===== config.mk =====
export PLATFORM = sky130hd
export DESIGN_NAME = fnd_scan_ctrl
export DESIGN_NICKNAME = d
export VERILOG_FILES = /design/src/rtl/fnd_scan_ctrl.sv
export SDC_FILE = /design/constraint.sdc
export NUM_CORES = 1
export LEC_CHECK = 0
export CORE_AREA = 2 2 74 76
export CTS_CLUSTER_SIZE = 24
export DETAILED_ROUTE_END_ITERATION = 7
export DIE_AREA = 0 0 76 78
export HOLD_SLACK_MARGIN = 0.08
export PLACE_DENSITY = 0.4
export SLEW_MARGIN = 10
export SYNTH_ARGS = -nofsm -noshare
export SYNTH_HDL_FRONTEND = slang
export SYNTH_SLANG_ARGS = --single-unit

===== constraint.sdc =====
create_clock -name clk -period 1.9 [get_ports clk]
set_input_delay 0.19 -clock clk [delete_from_list [all_inputs] [get_ports clk]]
set_output_delay 0.19 -clock clk [all_outputs]
set_load 0.1 [all_outputs]

===== src/rtl/fnd_scan_ctrl.sv =====
// Multiplexed seven-segment digit scanner: a prescaler paces digit-select stepping,
// with optional anode blanking after every step or load to suppress ghosting.
module fnd_scan_ctrl #(
    parameter int N_DIGITS  = 6,
    parameter int TICK_DIV  = 100000,
    parameter int BLANK_CYC = 4,
    localparam int SEL_W    = ($clog2(N_DIGITS) > 1) ? $clog2(N_DIGITS) : 1,
    localparam int PS_W     = $clog2(TICK_DIV)
) (
    input  logic                clk,
    input  logic                reset,
    input  logic                i_en,
    input  logic                i_dir,
    input  logic                i_load,
    input  logic [SEL_W-1:0]    i_load_val,
    output logic [SEL_W-1:0]    o_sel,
    output logic [N_DIGITS-1:0] o_an,
    output logic                o_tick,
    output logic                o_wrap,
    output logic                o_blank
);

    localparam logic [PS_W-1:0]  PS_LAST  = PS_W'(TICK_DIV - 1);
    localparam logic [SEL_W-1:0] SEL_LAST = SEL_W'(N_DIGITS - 1);

    logic [PS_W-1:0]  ps;
    logic [PS_W-1:0]  ps_next;
    logic [SEL_W-1:0] sel;
    logic [SEL_W-1:0] sel_next;
    logic [SEL_W-1:0] sel_step;
    logic [SEL_W-1:0] load_sel;
    logic             at_edge;

    assign o_tick  = !reset && i_en && !i_load && (ps == PS_LAST);
    assign at_edge = i_dir ? (sel == '0) : (sel == SEL_LAST);
    assign o_wrap  = o_tick && at_edge;

    // Out-of-range load values fall back to digit 0 so o_sel stays legal.
    assign load_sel = ({1'b0, i_load_val} >= (SEL_W + 1)'(N_DIGITS)) ? '0 : i_load_val;

    always_comb begin
        sel_step = sel;
        if (i_dir) begin
            sel_step = (sel == '0) ? SEL_LAST : sel - 1'b1;
        end else begin
            sel_step = (sel == SEL_LAST) ? '0 : sel + 1'b1;
        end
    end

    always_comb begin
        ps_next  = ps;
        sel_next = sel;
        if (i_load) begin
            ps_next  = '0;
            sel_next = load_sel;
        end else if (i_en) begin
            ps_next = (ps == PS_LAST) ? '0 : ps + 1'b1;
            if (o_tick) begin
                sel_next = sel_step;
            end
        end
    end

    always_ff @(posedge clk) begin
        if (reset) begin
            ps  <= '0;
            sel <= '0;
        end else begin
            ps  <= ps_next;
            sel <= sel_next;
        end
    end

    generate
        if (BLANK_CYC > 0) begin : g_blank
            assign o_blank = (ps < PS_W'(BLANK_CYC));
        end else begin : g_no_blank
            assign o_blank = 1'b0;
        end
    endgenerate

    always_comb begin
        o_an = '1;
        if (!o_blank) begin
            for (int i = 0; i < N_DIGITS; i++) begin
                o_an[i] = (sel != SEL_W'(i));
            end
        end
    end

    assign o_sel = sel;

endmodule


==> impl_metrics.env, run 1 <==
export IMPL_grt_pass1_wl_mm=5.38
export IMPL_clock_sinks=20
export IMPL_sw_frac_of_total=0.256
export IMPL_p_int_mw=0.693
export IMPL_arrival_ns=1.90
export IMPL_synth_distinct_cells=39
export IMPL_power_mw=0.931
export IMPL_route_detailed_drc=0
export IMPL_drt_initial_drc_count=40
export IMPL_yosysMostFrequentCell="dfxtp_1"
export IMPL_cp_max_fo=4
export IMPL_hold_class="flip-flop to flip-flop"
export IMPL_max_stage_delay_ns=0.38
export IMPL_fin_ws_ns=-0.187
export IMPL_drive_gt1_frac=0.378
export IMPL_grt_util_all_layers=0.111
export IMPL_vias=1193
export IMPL_cp_slowest_cell="nor4_4"
export IMPL_num_rows=26
export IMPL_path_class="flip-flop to primary output"
export IMPL_viasPerCell=4.62
export IMPL_initial_core_util=0.244
export IMPL_p_seq_frac=0.469
export IMPL_fp_dieH_um=78
export IMPL_power_switching_mw=0.238
export IMPL_grt_setup_unrepaired="true"
export IMPL_gr_total_overflow=0
export IMPL_syn_area_per_cell_um2=8.22
export IMPL_firstDrtPassIters=4
export IMPL_drt_wirelength_per_cell_um=12.3
export IMPL_cp_top_family="simple AND/OR/NAND/NOR gates"
export IMPL_drv_slew=0
export IMPL_ant_nets=0
export IMPL_p_leak_nw=0.727
export IMPL_fp_coreArea_mm2=0.00504
export IMPL_wl_mm=3.18
export IMPL_synth_area_leaders="dfxtp_1, xor2_1, nor2_1"
export IMPL_syn_num_nets=160
export IMPL_status="finished, violations left"
export IMPL_path_cells="nor4_4 > nand4_4 > or2_4 > nor4b_4 > buf_12"
export IMPL_max_vdd_ir_drop_uv=385
export IMPL_diodes=0
export IMPL_syn_cell_area_mm2=0.00123
export IMPL_io_buffers=19
export IMPL_endpoint_kind="primary output"
export IMPL_r2r_slack_ns=0.11
export IMPL_placed_cell_area_mm2=0.00177
export IMPL_cts_made_buffers=3
export IMPL_setup_viol_count_final=9
export IMPL_die_area_mm2=0.00593
export IMPL_postLayoutCellArea_mm2=0.00191
export IMPL_cts_clk_slew_worst_paths_ns=0.08
export IMPL_hold_viol_final=0
export IMPL_grt_max_degree=18
export IMPL_clk_latency_ns=0.26
export IMPL_layout_min_cycle_time_ns=2.09
export IMPL_worst_pin_slew_ns=0.451
export IMPL_cap_viol_max_count=0
export IMPL_yosysWarnings=0
export IMPL_ys_seq_area_frac=0.325
export IMPL_p_clk_frac=0.409
export IMPL_fin_util=0.380
export IMPL_cts_tree="done"
export IMPL_finalWeightedCongestion=0.751
export IMPL_cp_num_buf_inv=1
export IMPL_async_flop_share=0
export IMPL_first_global_vias=1143
export IMPL_layout_nets=199
export IMPL_dp_hpwl_mm=2.41
export IMPL_synth_seq_cells=20
export IMPL_pwr_share_comb=0.122
export IMPL_antenna_found_initial=0
export IMPL_die_w_um=76
export IMPL_powerDensity_mw_per_mm2=486
export IMPL_max_clock_freq_mhz=479
export IMPL_synth_top_area_frac=0.325
export IMPL_ctsLongestPathBuffers=2
export IMPL_cp_start_kind="flip-flop"
export IMPL_setup_tns_ns=-1.20
export IMPL_relSlewSlack=0.697
export IMPL_ys_flop_type="dfxtp_1"
export IMPL_yosysTopAreaCell="dfxtp_1"
export IMPL_ios=20
export IMPL_critPathRequiredTime_ns=1.71
export IMPL_syn_to_final_growth_pct=55.3
export IMPL_timing_final_crit_share=1.10
export IMPL_synth_cells=150
export IMPL_synth_edf_count=0
export IMPL_synth_common_cells="dfxtp_1, nor2_1, nand2_1"
export IMPL_cts_max_level=1
export IMPL_finalClockSkew_ns=0.00410
export IMPL_violations="setup timing"
export IMPL_cts_root_buf="clkbuf_8"
cells in the final DEF, fill, tap and decap left out, drive strengths merged, types with 2 or more instances in the layout:
cell / count
a311oi: 3
o21ai: 8
and2: 2
nand2: 13
a21oi: 6
and3: 3
nor3b: 2
nand4: 9
buf: 36
mux2i: 2
and4: 5
nand3: 9
nor4: 4
dfxtp: 20
ha: 2
inv: 4
nor3: 2
clkbuf: 4
nor2: 18
or3: 6
xor2: 10
xnor2: 2
clkdlybuf4s50: 7
worst reg2reg max path, cell delays in order, from the launching register on:
cell,delay [ns]
dfxtp_4,0.37
nor4_4,0.38
buf_4,0.17
and2_4,0.15
buf_4,0.10
buf_4,0.09
buf_4,0.11
o2111ai_1,0.12
a311oi_1,0.21
timing repair:
| item | 4_1_cts | 5_1_grt |
|---|---|---|
| hold buffers | 0 | 0 |
| gates resized for setup | 11 | 6 |
| pin swaps | 2 | 6 |
| setup buffers | 1 | 3 |
| endpoints found under the setup margin | 9 | 9 |
| cloned | 0 | 0 |
final timing paths:
| kind | cells after the start | end | startpoint |
|---|---|---|---|
| max reg2reg | 8 | o_sel[2]$_SDFFE_PP0P_ | ps[13]$_SDFFE_PP0P_ |
| max | 5 | o_wrap | ps[13]$_SDFFE_PP0P_ |
| min | 2 | ps[14]$_SDFFE_PP0P_ | ps[14]$_SDFFE_PP0P_ |
| min reg2reg | 2 | ps[14]$_SDFFE_PP0P_ | ps[14]$_SDFFE_PP0P_ |
per-stage QoR:
stage                     std cells  hold slack [ns]  worst slack (ns)
after global placement          250            0.503            -0.114
after global routing            258            0.558            -0.273
after CTS                       255            0.524            -0.187
final                           258            0.531            -0.187
after floorplan                 150            0.252            -0.495
after detailed placement        250            0.512            -0.114
area by class of cell:
class	count	area [µm²]
clock buffers	4	66.3
fillers	534	3130
inverters	5	22.5
multi-input cells	116	850
flip-flops and latches	20	428
well taps	70	87.6
repair buffers	43	460
registers in the layout, indices dropped and copies added, names as in the netlist:
register / flops
o_sel: 3
ps: 17
routing by layer:
metal  vias to the layer above  wire length, µm  global-route usage
met1                       554             1610               0.147
met3                         2               98              0.0291
li1                        626                -                   -
met5                         -                0                   0
met4                         0               15              0.0218
met2                        11             1460               0.183
power groups by stage:
| stage | Clock [mW] | Combinational [mW] | Sequential (mW) |
|---|---|---|---|
| final | 0.381 | 0.114 | 0.436 |
| after detailed placement | 0 | 0.113 | 0.452 |
| after global placement | 0 | 0.113 | 0.451 |
| after floorplan | 0 | 0.0520 | 0.470 |
| after CTS | 0.396 | 0.114 | 0.439 |
| after global routing | 0.409 | 0.123 | 0.439 |
kinds of logic (layout without fill, tap and decap cells):
family | Yosys count | after routing | synth area share
AND/OR/NAND/NOR | 78 | 78 | 0.374
flip-flops | 20 | 20 | 0.325
XOR/XNOR | 12 | 12 | 0.0853
multiplexers | 2 | 2 | 0.0162
adder cells (fa/ha/maj) | 2 | 2 | 0.0203
AO/OA/AOI/OAI | 22 | 22 | 0.116
buffers and inverters | 14 | 52 | 0.0640
(Power assumes the default switching activity.)
==> inputs of run 2 (changes only) <==
--- a/config.mk
+++ b/config.mk
@@ -5,12 +5,12 @@
 export SDC_FILE = /design/constraint.sdc
 export NUM_CORES = 1
 export LEC_CHECK = 0
-export CORE_AREA = 2 2 74 76
+export CORE_AREA = 2 2 59 61
 export CTS_CLUSTER_SIZE = 24
 export DETAILED_ROUTE_END_ITERATION = 7
-export DIE_AREA = 0 0 76 78
+export DIE_AREA = 0 0 61 63
 export HOLD_SLACK_MARGIN = 0.08
-export PLACE_DENSITY = 0.4
+export PLACE_DENSITY = 0.59
 export SLEW_MARGIN = 10
 export SYNTH_ARGS = -nofsm -noshare
 export SYNTH_HDL_FRONTEND = slang
==> run 2 against run 1 <==
Effect of this change: the run still ends with setup timing left; register-to-register slack gained 0.03 ns; power shrank 2.5%; clock power shrank 7.6%; clock skew grew 0.0029 ns; wire length shrank 8.7%.
==> impl_metrics.env, run 2 (synthesis results as in run 1) <==
export IMPL_cts_clk_slew_worst_paths_ns=0.12
export IMPL_largest_reg_flops=17
export IMPL_postLayoutCellArea_mm2=0.00183
export IMPL_setup_viol_count_final=9
export IMPL_worst_pin_slew_ns=0.354
export IMPL_layout_min_cycle_time_ns=2.10
export IMPL_layout_commonest_cell="buf_4"
export IMPL_ant_nets=0
export IMPL_finalWeightedCongestion=0.756
export IMPL_regMostFlops="ps"
export IMPL_hold_end="o_sel[0]$_SDFFE_PP0P_"
export IMPL_multi_input_area_um2=830
export IMPL_cap_viol_max_count=0
export IMPL_drive_gt1_frac=0.362
export IMPL_final_cell_mix="buf_4, nor2_1, nand2_1"
export IMPL_finalClockSkew_ns=0.00702
export IMPL_cp_start_kind="flip-flop"
export IMPL_max_clock_freq_mhz=476
export IMPL_vias=1211
export IMPL_status="finished, violations left"
export IMPL_ctsLongestPathBuffers=2
export IMPL_firstDrtPassIters=4
export IMPL_hold_class="primary input to flip-flop"
export IMPL_first_global_vias=1200
export IMPL_placed_cell_area_mm2=0.00174
export IMPL_min_delay_start="i_load_val[0]"
export IMPL_fin_ws_ns=-0.203
export IMPL_antenna_found_initial=0
export IMPL_cp_max_fo=4
export IMPL_relSlewSlack=0.762
export IMPL_powerDensity_mw_per_mm2=497
export IMPL_cts_tree="done"
export IMPL_initial_core_util=0.381
export IMPL_p_clk_frac=0.388
export IMPL_endpoint_kind="primary output"
export IMPL_fp_dieH_um=63
export IMPL_p_seq_frac=0.485
export IMPL_num_rows=21
export IMPL_io_buffers=19
export IMPL_max_vdd_ir_drop_uv=564
export IMPL_cts_root_buf="clkbuf_4"
export IMPL_power_switching_mw=0.224
export IMPL_pwr_share_comb=0.127
export IMPL_clock_sinks=20
export IMPL_arrival_ns=1.91
export IMPL_viasPerCell=5.24
export IMPL_p_int_mw=0.684
export IMPL_seqCellArea_um2=422
export IMPL_wl_mm=2.90
export IMPL_diodes=0
export IMPL_hold_viol_final=0
export IMPL_p_leak_nw=0.690
export IMPL_holdBufCountCts=0
export IMPL_sw_frac_of_total=0.247
export IMPL_drv_slew=0
export IMPL_grt_pass1_wl_mm=5.29
export IMPL_gr_total_overflow=0
export IMPL_ios=20
export IMPL_clk_latency_ns=0.31
export IMPL_r2r_start="ps[0]$_SDFFE_PP0P_"
export IMPL_grt_util_all_layers=0.176
export IMPL_path_class="flip-flop to primary output"
export IMPL_syn_to_final_growth_pct=48.2
export IMPL_die_w_um=61
export IMPL_layout_nets=196
export IMPL_fin_util=0.565
export IMPL_dp_hpwl_mm=2.23
export IMPL_cts_made_buffers=3
export IMPL_grt_setup_unrepaired="true"
export IMPL_nFillCells=301
export IMPL_hold_depth=3
export IMPL_drt_wirelength_per_cell_um=12.6
export IMPL_r2r_slack_ns=0.14
export IMPL_cts_max_level=1
export IMPL_worstReg2RegEnd="o_sel[0]$_SDFFE_PP0P_"
export IMPL_fp_coreArea_mm2=0.00323
export IMPL_reg2reg_depth=7
export IMPL_grt_max_degree=18
export IMPL_violations="setup timing"
export IMPL_critPathRequiredTime_ns=1.71
export IMPL_die_area_mm2=0.00384
export IMPL_drt_initial_drc_count=21
export IMPL_route_detailed_drc=0
export IMPL_timing_final_crit_share=1.11
-- run 2: cell count changes in the layout (fill, tap and decap cells not counted), sizes merged --
cell    change
buf         -3
clkbuf      -1
bufinv      +1
-- run 2: worst max path at each step --
stage | start | endpoint | slack (ns) | cells past startpoint
finish | ps[0]$_SDFFE_PP0P_ | o_wrap | -0.20 | 6
global route | ps[11]$_SDFFE_PP0P_ | o_wrap | -0.32 | 5
CTS | ps[14]$_SDFFE_PP0P_ | o_wrap | -0.25 | 5
detailed placement | i_en | o_wrap | -0.11 | 6
global placement | i_en | o_wrap | -0.08 | 6
floorplan | ps[1]$_SDFFE_PP0P_ | o_wrap | -0.49 | 6
-- run 2: power by group through the flow --
stage / Combinational (mW) / Sequential (mW) / Clock [mW]
after detailed placement: 0.115 / 0.451 / 0
after floorplan: 0.0520 / 0.470 / 0
after CTS: 0.116 / 0.440 / 0.363
after global placement: 0.114 / 0.450 / 0
final: 0.115 / 0.440 / 0.352
after global routing: 0.125 / 0.443 / 0.377
-- run 2: layout make-up --
cell class / count / share of cell area
repair buffers: 40 / 0.242
flip-flops and latches: 20 / 0.231
clock buffers: 3 / 0.0123
well taps: 46 / 0.0315
inverters: 5 / 0.0123
multi-input cells: 116 / 0.454
clock inverters: 1 / 0.0164
-- run 2: what timing repair did --
action	CTS	global route
endpoints found under the setup margin	9	10
pin swaps	1	2
buffers inserted	2	0
resized for setup	9	0
cloned	0	0
-- run 2: metrics by stage --
| stage | hold WS, ns | instances | TNS, ns | total power [mW] | setup slack (ns) |
|---|---|---|---|---|---|
| after floorplan | 0.252 | 150 | -2.18 | 0.522 | -0.495 |
| after global placement | 0.494 | 225 | -0.0830 | 0.564 | -0.0830 |
| after detailed placement | 0.505 | 225 | -0.114 | 0.566 | -0.107 |
| after CTS | 0.507 | 231 | -1.26 | 0.919 | -0.249 |
| after global routing | 0.524 | 231 | -1.85 | 0.945 | -0.316 |
| final | 0.515 | 231 | -0.890 | 0.907 | -0.203 |
-- run 2: layer usage --
metal	global-route usage	routed length, µm	vias to the layer above
met3	0.0290	99	6
met1	0.228	1330	560
met2	0.288	1430	27
met4	0.0598	49	0
li1	-	-	618
met5	0	0	-
-- run 2: worst max-delay path, cell delays in order (launching register included) --
cell	delay, ns
dfxtp_2	0.38
ha_4	0.15
and4_4	0.23
nand4_4	0.10
or2_4	0.28
nor4b_4	0.26
buf_12	0.21
==> inputs of run 3 (changes only) <==
--- a/config.mk
+++ b/config.mk
@@ -10,7 +10,7 @@
 export DETAILED_ROUTE_END_ITERATION = 7
 export DIE_AREA = 0 0 61 63
 export HOLD_SLACK_MARGIN = 0.08
-export PLACE_DENSITY = 0.59
+export PLACE_DENSITY = 0.61
 export SLEW_MARGIN = 10
 export SYNTH_ARGS = -nofsm -noshare
 export SYNTH_HDL_FRONTEND = slang
==> constraint.sdc (replaced) <==
create_clock -name clk -period 1.8 [get_ports clk]
set_input_delay 0.18 -clock clk [delete_from_list [all_inputs] [get_ports clk]]
set_output_delay 0.18 -clock clk [all_outputs]
set_load 0.1 [all_outputs]
==> run 3 against run 2 <==
Effect of this change: the flow still finishes with violations (setup timing); critical endpoint unchanged; wire length is 5.4% higher; critical path type unchanged; global-route usage is 0.31 points lower; highest routed layer unchanged; power down 11%; critical path depth is 1 lower; register-to-register slack got worse by 0.11 ns; sequential share of layout area shrank 0.97 points; worst setup slack got worse by 0.11 ns; via count increased by 4.8%.
==> impl_metrics.env, run 3 (synthesis results as in run 1) <==
export IMPL_fp_coreArea_mm2=0.00323
export IMPL_path_cells="nor4_4 > nand4_4 > or2_4 > nor4b_4 > buf_12"
export IMPL_die_w_um=61
export IMPL_grt_pass1_wl_mm=5.24
export IMPL_finalClockSkew_ns=0.0114
export IMPL_max_clock_freq_mhz=474
export IMPL_cp_start_kind="flip-flop"
export IMPL_ctsLongestPathBuffers=2
export IMPL_cts_root_buf="clkbuf_4"
export IMPL_cts_max_level=1
export IMPL_cp_max_fo=2
export IMPL_antenna_found_initial=0
export IMPL_path_class="flip-flop to primary output"
export IMPL_layout_min_cycle_time_ns=2.11
export IMPL_layout_commonest_cell="buf_4"
export IMPL_clock_sinks=20
export IMPL_finalWeightedCongestion=0.800
export IMPL_viasPerCell=5.31
export IMPL_timing_final_crit_share=1.17
export IMPL_grt_max_degree=18
export IMPL_ios=20
export IMPL_first_global_vias=1250
export IMPL_max_vdd_ir_drop_uv=483
export IMPL_arrival_ns=1.93
export IMPL_grt_util_all_layers=0.172
export IMPL_r2r_slack_ns=0.03
export IMPL_num_rows=21
export IMPL_holdBufCountCts=0
export IMPL_ant_nets=0
export IMPL_power_mw=0.810
export IMPL_setup_viol_count_final=9
export IMPL_cap_viol_max_count=0
export IMPL_endpoint_kind="primary output"
export IMPL_status="finished, violations left"
export IMPL_cp_slowest_cell="nor4_4"
export IMPL_hold_viol_final=0
export IMPL_syn_to_final_growth_pct=53.8
export IMPL_regMostFlops="ps"
export IMPL_fin_util=0.587
export IMPL_dp_hpwl_mm=2.33
export IMPL_powerDensity_mw_per_mm2=427
export IMPL_hold_class="primary input to flip-flop"
export IMPL_clk_latency_ns=0.30
export IMPL_gr_total_overflow=0
export IMPL_route_detailed_drc=0
export IMPL_io_buffers=19
export IMPL_vias=1269
export IMPL_grt_setup_unrepaired="true"
export IMPL_layout_nets=204
export IMPL_relSlewSlack=0.665
export IMPL_die_area_mm2=0.00384
export IMPL_wl_mm=3.06
export IMPL_fp_dieH_um=63
export IMPL_firstDrtPassIters=4
export IMPL_worst_pin_slew_ns=0.498
export IMPL_violations="setup timing"
export IMPL_drv_slew=0
export IMPL_cts_tree="done"
export IMPL_cts_clk_slew_worst_paths_ns=0.12
export IMPL_cts_made_buffers=3
export IMPL_drt_wirelength_per_cell_um=12.8
export IMPL_p_leak_nw=0.740
export IMPL_final_cell_mix="buf_4, nor2_1, nand2_1, dfxtp_1"
export IMPL_critPathRequiredTime_ns=1.62
export IMPL_max_stage_delay_ns=0.40
export IMPL_drive_gt1_frac=0.383
export IMPL_fin_ws_ns=-0.310
export IMPL_timing_hold_ws_ns=0.503
export IMPL_setup_tns_ns=-2.38
export IMPL_largest_reg_flops=17
export IMPL_diodes=0
export IMPL_drt_initial_drc_count=44
export IMPL_initial_core_util=0.381
==> run 3: timing repair <==
action / 4_1_cts / 5_1_grt
endpoints found under the setup margin: 9 / 10
setup buffers: 2 / 2
pin swaps: 1 / 5
resized for setup: 6 / 8
==> run 3: worst max-delay path: cells and delay by family (launching register included) <==
family	cells	cell delay (ns)
buf+inv	1	0.21
flops	1	0.35
simple gates	4	1.06
==> run 3: metrics by stage <==
| stage | instance area [µm²] | setup slack (ns) | cells |
|---|---|---|---|
| floorplan | 1320 | -0.585 | 150 |
| global placement | 1790 | -0.168 | 231 |
| detailed placement | 1790 | -0.194 | 231 |
| CTS | 1840 | -0.300 | 237 |
| global route | 1900 | -0.391 | 239 |
| finish | 1900 | -0.310 | 239 |
==> run 3: worst paths after layout <==
path	from	endpoint	cells after the start
setup / recovery	ps[11]$_SDFFE_PP0P_	o_wrap	5
setup reg to reg	ps[11]$_SDFFE_PP0P_	o_sel[0]$_SDFFE_PP0P_	6
hold reg to reg	ps[16]$_SDFFE_PP0P_	ps[16]$_SDFFE_PP0P_	2
hold / removal	i_load_val[0]	o_sel[0]$_SDFFE_PP0P_	3
==> run 3: report_power, final <==
group          switching [mW]  total [mW]  internal, mW
clock network           0.133       0.220        0.0861
logic                  0.0732       0.124        0.0511
registers              0.0184       0.466         0.448
total                   0.225       0.810         0.585
==> run 3: area by class of cell <==
class | instances | area (µm²)
clock buffers | 4 | 26.3
fillers | 294 | 1340
repair buffers | 48 | 514
flip-flops and latches | 20 | 419
multi-input cells | 116 | 856
inverters | 5 | 22.5
well taps | 46 | 57.6
==> run 3: metal layers <==
metal | vias to the layer above | track usage | wire [µm]
met5 | - | 0 | 0
met4 | 0 | 0.0353 | 51
li1 | 630 | - | -
met2 | 23 | 0.320 | 1600
met1 | 612 | 0.200 | 1320
met3 | 4 | 0.0269 | 87
